### config.mk
export PLATFORM = sky130hd
export DESIGN_NAME = conv_window_sequencer
export DESIGN_NICKNAME = d
export VERILOG_FILES = /design/src/rtl/conv_window_sequencer.sv
export SDC_FILE = /design/constraint.sdc
export NUM_CORES = 1
export LEC_CHECK = 0
export ABC_CLOCK_PERIOD_IN_PS = 5350
export CORE_MARGIN = 3
export CORE_UTILIZATION = 30
export CTS_CLUSTER_DIAMETER = 50
export DETAILED_ROUTE_END_ITERATION = 10
export DONT_BUFFER_PORTS = 1
export SLEW_MARGIN = 20
export SYNTH_ARGS = -nofsm -noshare
export SYNTH_HDL_FRONTEND = slang
export SYNTH_SLANG_ARGS = --single-unit
### constraint.sdc
create_clock -name clk -period 5.35 [get_ports clk]
set_input_delay 1.07 -clock clk [delete_from_list [all_inputs] [get_ports clk]]
set_output_delay 1.07 -clock clk [all_outputs]
set_load 0.05 [all_outputs]
### src/rtl/conv_window_sequencer.sv
// conv_window_sequencer: walks every KxK window of a valid convolution for each filter,
// streaming tap reads to the MAC datapath and issuing one output write per window result.
module conv_window_sequencer #(
   parameter int IMG_W = 32,
   parameter int IMG_H = 32,
   parameter int K = 3,
   parameter int NUM_FILTERS = 4,
   parameter int ADDR_W = 16,
   localparam int FW = NUM_FILTERS > 1 ? $clog2(NUM_FILTERS) : 1
) (
   input  logic              clk,
   input  logic              reset,
   input  logic              start,
   input  logic              mac_ready,
   input  logic              res_valid,
   output logic              busy,
   output logic              done,
   output logic              rd_en,
   output logic [ADDR_W-1:0] rd_addr,
   output logic              tap_first,
   output logic              tap_last,
   output logic [FW-1:0]     filt_idx,
   output logic              wr_en,
   output logic [ADDR_W-1:0] wr_addr,
   output logic              err
);
   localparam int OUT_W = IMG_W - K + 1;
   localparam int OUT_H = IMG_H - K + 1;
   localparam int CW = OUT_W > 1 ? $clog2(OUT_W) : 1;
   localparam int RW = OUT_H > 1 ? $clog2(OUT_H) : 1;
   localparam int KW = K > 1 ? $clog2(K) : 1;
   typedef enum logic [2:0] {IDLE, FETCH, WAIT, WRITE, DONE} state_t;
   state_t state_q, state_d;
   logic [CW-1:0] col_q, col_d;
   logic [RW-1:0] row_q, row_d;
   logic [FW-1:0] filt_q, filt_d;
   logic [KW-1:0] kc_q, kc_d, kr_q, kr_d;
   logic err_q, err_d;
   logic kc_end, kr_end, col_end, row_end, filt_end;
   assign kc_end   = kc_q == KW'(K - 1);
   assign kr_end   = kr_q == KW'(K - 1);
   assign col_end  = col_q == CW'(OUT_W - 1);
   assign row_end  = row_q == RW'(OUT_H - 1);
   assign filt_end = filt_q == FW'(NUM_FILTERS - 1);
   always_ff @(posedge clk) begin
      if (!reset) begin
         state_q <= IDLE;
         col_q   <= '0;
         row_q   <= '0;
         filt_q  <= '0;
         kc_q    <= '0;
         kr_q    <= '0;
         err_q   <= 1'b0;
      end else begin
         state_q <= state_d;
         col_q   <= col_d;
         row_q   <= row_d;
         filt_q  <= filt_d;
         kc_q    <= kc_d;
         kr_q    <= kr_d;
         err_q   <= err_d;
      end
   end
   always_comb begin
      state_d = state_q;
      col_d   = col_q;
      row_d   = row_q;
      filt_d  = filt_q;
      kc_d    = kc_q;
      kr_d    = kr_q;
      // stray results outside WAIT and restarts while busy are flagged but otherwise ignored
      err_d   = err_q | (res_valid && state_q != WAIT) | (start && state_q != IDLE);
      case (state_q)
         IDLE: if (start) begin
            state_d = FETCH;
            col_d   = '0;
            row_d   = '0;
            filt_d  = '0;
            kc_d    = '0;
            kr_d    = '0;
         end
         FETCH: if (mac_ready) begin
            kc_d    = kc_end ? '0 : kc_q + 1'b1;
            kr_d    = kc_end ? (kr_end ? '0 : kr_q + 1'b1) : kr_q;
            state_d = (kc_end && kr_end) ? WAIT : FETCH;
         end
         WAIT: state_d = res_valid ? WRITE : WAIT;
         WRITE: begin
            col_d   = col_end ? '0 : col_q + 1'b1;
            row_d   = col_end ? (row_end ? '0 : row_q + 1'b1) : row_q;
            filt_d  = (col_end && row_end) ? (filt_end ? '0 : filt_q + 1'b1) : filt_q;
            state_d = (col_end && row_end && filt_end) ? DONE : FETCH;
         end
         DONE: state_d = IDLE;
         default: state_d = IDLE;
      endcase
   end
   assign busy      = state_q != IDLE;
   assign done      = state_q == DONE;
   assign rd_en     = state_q == FETCH && mac_ready;
   assign tap_first = rd_en && kc_q == '0 && kr_q == '0;
   assign tap_last  = rd_en && kc_end && kr_end;
   assign wr_en     = state_q == WRITE;
   assign filt_idx  = filt_q;
   assign err       = err_q;
   assign rd_addr   = ADDR_W'((32'(row_q) + 32'(kr_q)) * 32'(IMG_W) + 32'(col_q) + 32'(kc_q));
   assign wr_addr   = ADDR_W'(32'(filt_q) * 32'(OUT_W * OUT_H) + 32'(row_q) * 32'(OUT_W) + 32'(col_q));
endmodule

Word level (Yosys, flattened, before mapping). Cells that the tools add are included.

Register bits: 20. Bits of input ports: 5. Output and inout bits: 41. Logic and storage cells: 81.

$add $sub $neg: 10. $mul: 2. Eq/ne operators: 15. Multiplexer cells: 23. Bitwise operators: 2. Reduce and logical (&&, ||, !) cells: 22.

Operators with widths (count): $mux W5 (4); $pmux W5 S2 (2); $mux W2 (9); $add A13 B5 Y14 (1); $add A12 B10 Y13 (1); $add A12 B2 Y13 (1); $add A11 B5 Y12 (1); $pmux W2 S2 (3); $pmux W3 S4 (1); $add A5 B1 Y5 const B (2); $eq A5 B5 Y1 const B (2); $logic_and A1 B1 Y1 (10); $mul A2 B8 Y10 const B (1); $mul A5 B4 Y9 const B (1); $mux W3 (3); $reduce_and A3 Y1 (3); $add A2 B1 Y2 const B (3); $add A5 B2 Y6 (1); $eq A2 B2 Y1 const B (3); $eq A3 B2 Y1 const B (2); $ne A2 B2 Y1 const B (3); $logic_not A2 Y1 (2); $ne A2 B1 Y1 const B (2); $reduce_and A2 Y1 (2); other kinds (9) (11).

Logic depth before layout (Yosys ltp). Gate-level depths: netlist of run 1.

Depth after elaboration: 5. Mapped depth: 17. Mapped depth without buffers: 17.

Least setup slack after synthesis of run 1. Ideal clock, no wire load.

Kind: register to output. From: reg row_q[2]. To: out wr_addr[11]. Arrival time: 4423 ps. Data required time: 4280 ps. Slack: -143 ps. Stages on the path, launching flop included: 17. Path buffers: 0. Cell sequence: dfxtp_1 -> inv_1 -> fa_1 -> fa_1 -> inv_1 -> ha_1 -> a21o_1 -> a21oi_1 -> o21bai_1 -> a21oi_1 -> xnor2_1 -> ha_1 -> ha_1 -> a21o_1 -> a21o_1 -> a31oi_1 -> xnor2_1.

Longest elaborated chain between the ends: 3.

Ends and longest elaborated chain: from (decl) (line 35) `logic [RW-1:0] row_q, row_d;`; from (signal assigned) (line 57) `row_q <= row_d;`; $mul A5 B4 Y9 (line 107) `assign wr_addr = ADDR_W'(32'(filt_q) * 32'(OUT_W * OUT_H) + 32'(row_q) * 32'(OUT_W) + 32'(col_q));`; $add A12 B10 Y13 (line 107); $add A13 B5 Y14 (line 107); to (decl) (line 24) `output logic [ADDR_W-1:0] wr_addr,`.

Every way passes these cells.

Worst setup path in the final report of run 1.
From: reg row_q[1]. To: out wr_addr[11].

Same word-level chain as after synthesis.

==> impl_results.md, run 1 <==
- Peak supply drop: 82.9 uV
- Setup Total Neg Slack: 0 ps
- Worst min path class: reg -> reg
- MaxCap Viol Count: 0
- P_leak: 1.38 nW
- Mux share of post-synthesis cell area: under 10%
- WL per Instance: 13.4 um
- Synth top area share: 19.7%
- EDFF count, synth: 0
- Ranking of synthesized cells by area: ha_1, dfxtp_1, fa_1
- Final hold violations: 0
- Largest family of logic cells by synthesized area: adder cells
- Die area: ~9100 um^2
- Initial antenna violation count: 0
- Predominant post-synthesis flop cell: dfxtp_1
- R2r worst-path depth: 6
- Final Max Tran Viols: 0
- Starting Density: 31.0%
- Nets: ~360
- Core outline area: 7770 um^2
- Hold Crit Start: col_q[3]$_SDFFE_PN0P_
- Die height: approximately 96 um
- Simple-gate share of the synthesized area: 15.9%
- Worst Setup Path Type: reg -> out
- Status: finished, final reports clean
- Largest stage delay on the critical path: 550 ps
- Count leader, synth: ha_1
- Initial DRC count: roughly 110
- Number of diodes: 0
- Area leader, netlist: ha_1
- Layout cells sized above 1: a little under a fifth
- Synth top cells by count: ha_1, inv_1, xnor2_1, dfxtp_1, nor2_1
- Die Wd: between 90 and 100 um
- Number of clock sinks: 20
- R2R Setup Slk: 2760 ps
- Fin util: between 30% and 40%
- Grt ovf: 0
- First-pass GRT wire length: 8620 um
- PD cells: 140 nW/um^2
- Largest net degree at the start of global routing: 17
- Worst skew pair latency: between 200 and 300 ps
- Syn-to-layout area delta: 18.3%
- RSZ-0062 raised after global routing: true
- Gate Count Post-Synth: 285
- Buf+Inv Stages, Crit Path: 0
- CP startpoint kind: flip-flop
- CP delay by family, top: adder cells
- Vias/cell: 4.91
- Std-Cell Rows: 32
- GRT Util Overall: a little under an eighth
- Slowest cell on crit path: fa_1
- Root Buffer: clkbuf_8
- Antenna-violating nets left: 0
- Final Skew: about 1.2 ps
- Seq/Total Area, Yosys: about 17%
- CTS H-tree lvls: 1
- GPL Wtd Cong: 0.828
- Via count: a little under 2,000
- Post-Synth Adder-Cell Area: 29.7%
- Crit share post-route: 98.7%
- Crit. End Element: output pin
- Worst R2R Start: state_q[0]$_SDFFE_PN0P_
- Critical path, cell by cell: fa_1, fa_1, ha_1, a21o_1, a21oi_2, o21bai_1, a21oi_1, xnor2_1, ha_1, ha_4, nand3_2, o22ai_2, and3_4, a31oi_4, xnor2_4
- Hold endpoint: col_q[3]$_SDFFE_PN0P_
- WHS: 566 ps
- Critical R2R Capture: col_q[4]$_SDFFE_PN0P_
- IO buf count: 0
- Crit Path Max Fanout: 4
- Slew HR: approximately a quarter
- CP arrival: 4210 ps
- Post-synth ARST share: 0%
- # DRC: 0
- Longest Clk Path Bufs: 2
- CP Data Required Time: 4280 ps
- Final worst path period need: roughly 5300 ps
- Compound-gate portion of the synthesized area: 14.1%
- YS warnings: 0
- FILL cells: roughly 800
- Fmax: ~190 MHz
- Vias in the first global route: 1,760
- Final setup fails: 0
- Post-DP HPWL: around 4300 um
- Worst-margin pin slew: 1120 ps
- Total CTS buffers: 3
- Hold Path Depth: 2
- Post-Route WL: 5420 um
- Cell Area, Synth: around 2400 um^2
- Register bit total from synthesis: 20
- TritonCTS clock tree: built
- Avg Cell Area, Syn: between 8 and 9 um^2
- Post-synthesis xor/xnor area fraction: 10.5%
- Synth cell types: between 40 and 50
- I/O Pins: 46
- Clock slew at reported path FFs: 80 ps
- TritonRoute pass-1 iters: 4
## area by class of cell
cell class	count	area, um^2	area share, %
multi-input cells	219	1940	68.1
well taps	102	128	4.47
repair buffers	21	183	6.40
inverters	37	139	4.87
flip-flops and latches	20	407	14.3
clock buffers	4	55.1	1.93
## repair_timing
item,in CTS,in global routing
hold buffers,0,0
buffers inserted,0,3
pin swaps,1,16
resized for setup,7,11
setup endpoints to repair,2,3
## registers in the layout, summed over array words and instances (netlist names)
| register | count |
|---|---|
| kr_q | 2 |
| filt_idx | 2 |
| row_q | 5 |
| kc_q | 2 |
| state_q | 3 |
| err | 1 |
| col_q | 5 |
## metal layers
metal / part of all wire [%] / GRT usage (%) / up-vias
met5: 0 / 0 / -
met1: 46 / 16.5 / 939
met4: 0.13 / 0.711 / 0
met2: 49 / 19.2 / 44
met3: 5.2 / 1.82 / 2
li1: - / - / 993
## how the worst max path moves through the flow
stage                     slack [ps]  depth (start not counted)           to             startpoint
final                             70                         15  wr_addr[11]  row_q[1]$_SDFFE_PN0P_
after global routing            -100                         15  wr_addr[11]  row_q[1]$_SDFFE_PN0P_
after CTS                          5                         16  wr_addr[11]  row_q[1]$_SDFFE_PN0P_
after detailed placement          90                         16  wr_addr[11]  row_q[1]$_SDFFE_PN0P_
after global placement           150                         16  wr_addr[11]  row_q[1]$_SDFFE_PN0P_
after floorplan                   40                         15   wr_addr[9]  row_q[2]$_SDFFE_PN0P_
## worst reg2reg max path, stage by stage, from the launching register on
cell and delay (ps):
dfxtp_1 460, inv_1 170, or3_4 380, inv_1 490, nand2_1 410, a31o_2 330, a311oi_1 250
## per-stage QoR
stage / setup slack, ps / cell area, um^2 / power (mW) / instances
6_report: 69.4 / 2850 / 0.400 / 403
5_1_grt: -101 / 2850 / 0.420 / 403
4_1_cts: 5.13 / 2750 / 0.398 / 400
3_5_place_dp: 86.9 / 2650 / 0.282 / 396
3_3_place_gp: 149 / 2650 / 0.281 / 396
2_1_floorplan: 35.9 / 2450 / 0.266 / 291
## report_power, final
group | total, mW | internal, mW | switching [mW]
clock | 0.118 | 0.0655 | 0.0522
combinational | 0.122 | 0.0345 | 0.0876
sequential | 0.160 | 0.153 | 0.00776
total | 0.400 | 0.253 | 0.148
## logic make-up after synthesis
kind of cell / after synthesis
flip-flops: 20
XOR/XNOR: 29
buffers and inverters: 52
other: 1
multiplexers: 7
adder cells (fa/ha/maj): 50
AO/OA/AOI/OAI: 49
AND/OR/NAND/NOR: 77
## cell usage in the layout (no fill, tap or decap), types with 5 or more instances in the layout
cell / n
nor3_1: 6
xor2_1: 8
nand2_1: 17
nor2_1: 20
fa_1: 11
and3_1: 5
xnor2_1: 17
nand3_1: 8
nand4_1: 7
ha_1: 35
buf_4: 19
conb_1: 7
inv_1: 37
a21o_1: 7
dfxtp_1: 17
a21oi_1: 10
Note: power is estimated with default switching activity, not from simulation.
==> run 2: changes to the inputs <==
--- a/config.mk
+++ b/config.mk
@@ -7,7 +7,7 @@
 export LEC_CHECK = 0
 export ABC_CLOCK_PERIOD_IN_PS = 5350
 export CORE_MARGIN = 3
-export CORE_UTILIZATION = 30
+export CORE_UTILIZATION = 40
 export CTS_CLUSTER_DIAMETER = 50
 export DETAILED_ROUTE_END_ITERATION = 10
 export DONT_BUFFER_PORTS = 1
==> run 2 against run 1 <==
Compared with the run above:
- sequential share of layout area rose by 0.30 points
- combinational power barely moved
- via count rose by 1.6%
- worst setup slack got worse by 3.0 ps
- utilization rose by 13 points
- register-to-register slack improved by 20 ps
- highest routed layer unchanged
==> impl_results.md, run 2 (same netlist as run 1, synthesis figures left out) <==
- Status: finished, final reports clean
- Worst min path class: reg -> reg
- Antenna-violating nets left: 0 (unchanged)
- Crit Path Max Fanout: 4 (unchanged)
- IO buf count: 0 (unchanged)
- CTS H-tree lvls: 1 (unchanged)
- Hold Path Depth: 2 (unchanged)
- Fin util: 49.5% (+13 points)
- # DRC: 0 (unchanged)
- Vias in the first global route: 1,914 (+8.8%)
- Wl on met1: 2470 um (-0.60%)
- R2r worst-path depth: 6 (unchanged)
- Buf+Inv Stages, Crit Path: 0 (unchanged)
- MaxCap Viol Count: 0 (unchanged)
- Die area: 6990 um^2 (-24%)
- Via count: 2,010 (+1.6%)
- Final Skew: 9.40 ps (+8.15 ps)
- PD cells: 155 nW/um^2 (+11%)
- Hold endpoint: col_q[3]$_SDFFE_PN0P_
- Grt ovf: 0 (unchanged)
- Core outline area: 5680 um^2 (-27%)
- Initial DRC count: 117 (+3.5%)
- Initial antenna violation count: 0 (unchanged)
- Slew HR: 22.5% (-2.5 points)
- Die Wd: 83.6 um (-13%)
- Commonest non-fill, non-tap cell in the layout: inv_1
- Worst skew pair latency: 270 ps (about the same)
- Metal2 WL: 2540 um (-4.2%)
- Longest Clk Path Bufs: 2 (unchanged)
- Commonest non-fill, non-tap cells in the layout: inv_1, ha_1, nor2_1, xnor2_1, buf_4
- Root Buffer: clkbuf_8
- CP Data Required Time: 4280 ps (about the same)
- Final Power: 0.436 mW (+9.0%)
- Critical path, cell by cell: fa_1, fa_1, ha_1, a21o_1, a21oi_2, o21bai_1, a21oi_2, xnor2_2, ha_1, ha_4, nand3_2, o22ai_2, and3_4, a31oi_4, xnor2_4
- GPL Wtd Cong: 0.833 (+0.63%)
- Top layer reached by signal wires: met4
- Starting Density: 42.5% (+11 points)
- TritonRoute pass-1 iters: 4 (unchanged)
- Number of clock sinks: 20 (unchanged)
- R2R Setup Slk: 2780 ps (+20 ps)
- Peak supply drop: 110 uV (+33%)
- Fmax: 189 MHz (about the same)
- Crit share post-route: 98.8% (about the same)
- CP delay by family, top: adder cells
- WL per Instance: 14.2 um (+5.4%)
- Post-DP HPWL: 4200 um (-2.2%)
- Worst Setup Path Type: reg -> out
- Worst R2R Start: state_q[0]$_SDFFE_PN0P_
- CP arrival: 4210 ps (about the same)
- Final setup fails: 0 (unchanged)
- Total CTS buffers: 3 (unchanged)
- CP startpoint kind: flip-flop
- Number of diodes: 0 (unchanged)
- Post-Route WL: 5270 um (-2.7%)
- P_leak: 1.37 nW (-0.26%)
- Hold Crit Start: col_q[3]$_SDFFE_PN0P_
- Vias/cell: 5.40 (+10%)
- Worst-margin pin slew: 1150 ps (+36.6 ps)
- Syn-to-layout area delta: 16.6%
- Critical R2R Capture: col_q[4]$_SDFFE_PN0P_
- Largest net degree at the start of global routing: 17 (unchanged)
- Nets: 356 (-0.28%)
- Std-Cell Rows: 27 (-16%)
- I/O Pins: 46 (unchanged)
- Final worst path period need: 5280 ps (+3.04 ps)
- Slowest cell on crit path: fa_1
- RSZ-0062 raised after global routing: true
- Largest stage delay on the critical path: 600 ps (+50 ps)
- Final Max Tran Viols: 0 (unchanged)
- Clock slew at reported path FFs: 80 ps (about the same)
- Die height: 83.6 um (-13%)
- CTS Hold Bufs: 0 (unchanged)
- TritonCTS clock tree: built
- Final hold violations: 0 (unchanged)
- WP depth: 15 (unchanged)
- Crit. End Element: output pin
- GRT Util Overall: 15.2% (+3.6 points)
- Detailed route wirelength on metal3: 216 um (-23%)
- Layout cells sized above 1: 18.0% (-0.60 points)
- First-pass GRT wire length: 9030 um (+4.8%)
- Regs by FF count: col_q: 5 flops, row_q: 5 flops, state_q: 3 flops
run 2: cell count changes in the layout (fill, tap and decap cells not counted):
cell / before / now
a41oi_1: 1 / 2
a41oi_2: 1 / 0
buf_4: 19 / 18
bufinv_16: 0 / 1
clkbuf_8: 4 / 3
dfxtp_2: 2 / 1
dfxtp_4: 1 / 2
inv_1: 37 / 36
inv_2: 0 / 1
xnor2_1: 17 / 18
xnor2_2: 3 / 2
run 2: power by group:
part / internal, mW / total, mW / switching (mW)
sequential: 0.152 / 0.160 / 0.00770
clock: 0.100 / 0.157 / 0.0570
combinational: 0.0327 / 0.119 / 0.0864
run 2: repair_timing:
| action | 4_1_cts | 5_1_grt |
|---|---|---|
| endpoints found under the hold margin | 0 | 0 |
| pin swaps | 6 | 9 |
| buffers inserted | 0 | 1 |
| resized for setup | 11 | 9 |
| endpoints found under the setup margin | 2 | 4 |
run 2: routing by layer:
| metal | global-route usage (%) | up-vias |
|---|---|---|
| met5 | 0 | - |
| met1 | 20.2 | 973 |
| met3 | 2.67 | 4 |
| met4 | 2.63 | 0 |
| li1 | - | 988 |
| met2 | 25.9 | 45 |
run 2: worst max-delay path by stage:
stage / start / to / slack (ps)
after floorplan: row_q[2]$_SDFFE_PN0P_ / wr_addr[9] / 40
after global placement: row_q[1]$_SDFFE_PN0P_ / wr_addr[11] / 140
after detailed placement: row_q[2]$_SDFFE_PN0P_ / wr_addr[11] / 50
after CTS: row_q[0]$_SDFFE_PN0P_ / wr_addr[11] / 40
after global routing: row_q[1]$_SDFFE_PN0P_ / wr_addr[11] / -110
final: row_q[1]$_SDFFE_PN0P_ / wr_addr[11] / 70
run 2: area by class of cell:
cell class | count | area (um^2)
Clock buffer | 3 | 41.3
Timing Repair Buffer | 20 | 175
Multi-Input combinational cell | 219 | 1930
Inverter | 37 | 139
Clock inverter | 1 | 30.0
Sequential cell | 20 | 409
Fill cell | 546 | 2860
Tap cell | 72 | 90.1
run 2: tightest hold or removal path: stages (launching register included):
cell	delay (ps)
dfxtp_1	380
nand2_1	80
a21oi_1	50
run 2: per-stage QoR:
step | cells | setup WS, ps | hold WS [ps] | setup TNS [ps] | cell area, um^2
after detailed placement | 367 | 50.6 | 542 | 0 | 2620
after global routing | 372 | -105 | 602 | -185 | 2810
after floorplan | 291 | 35.9 | 532 | 0 | 2450
after CTS | 371 | 44.1 | 552 | 0 | 2770
final | 372 | 66.4 | 561 | 0 | 2810
after global placement | 367 | 138 | 546 | 0 | 2620
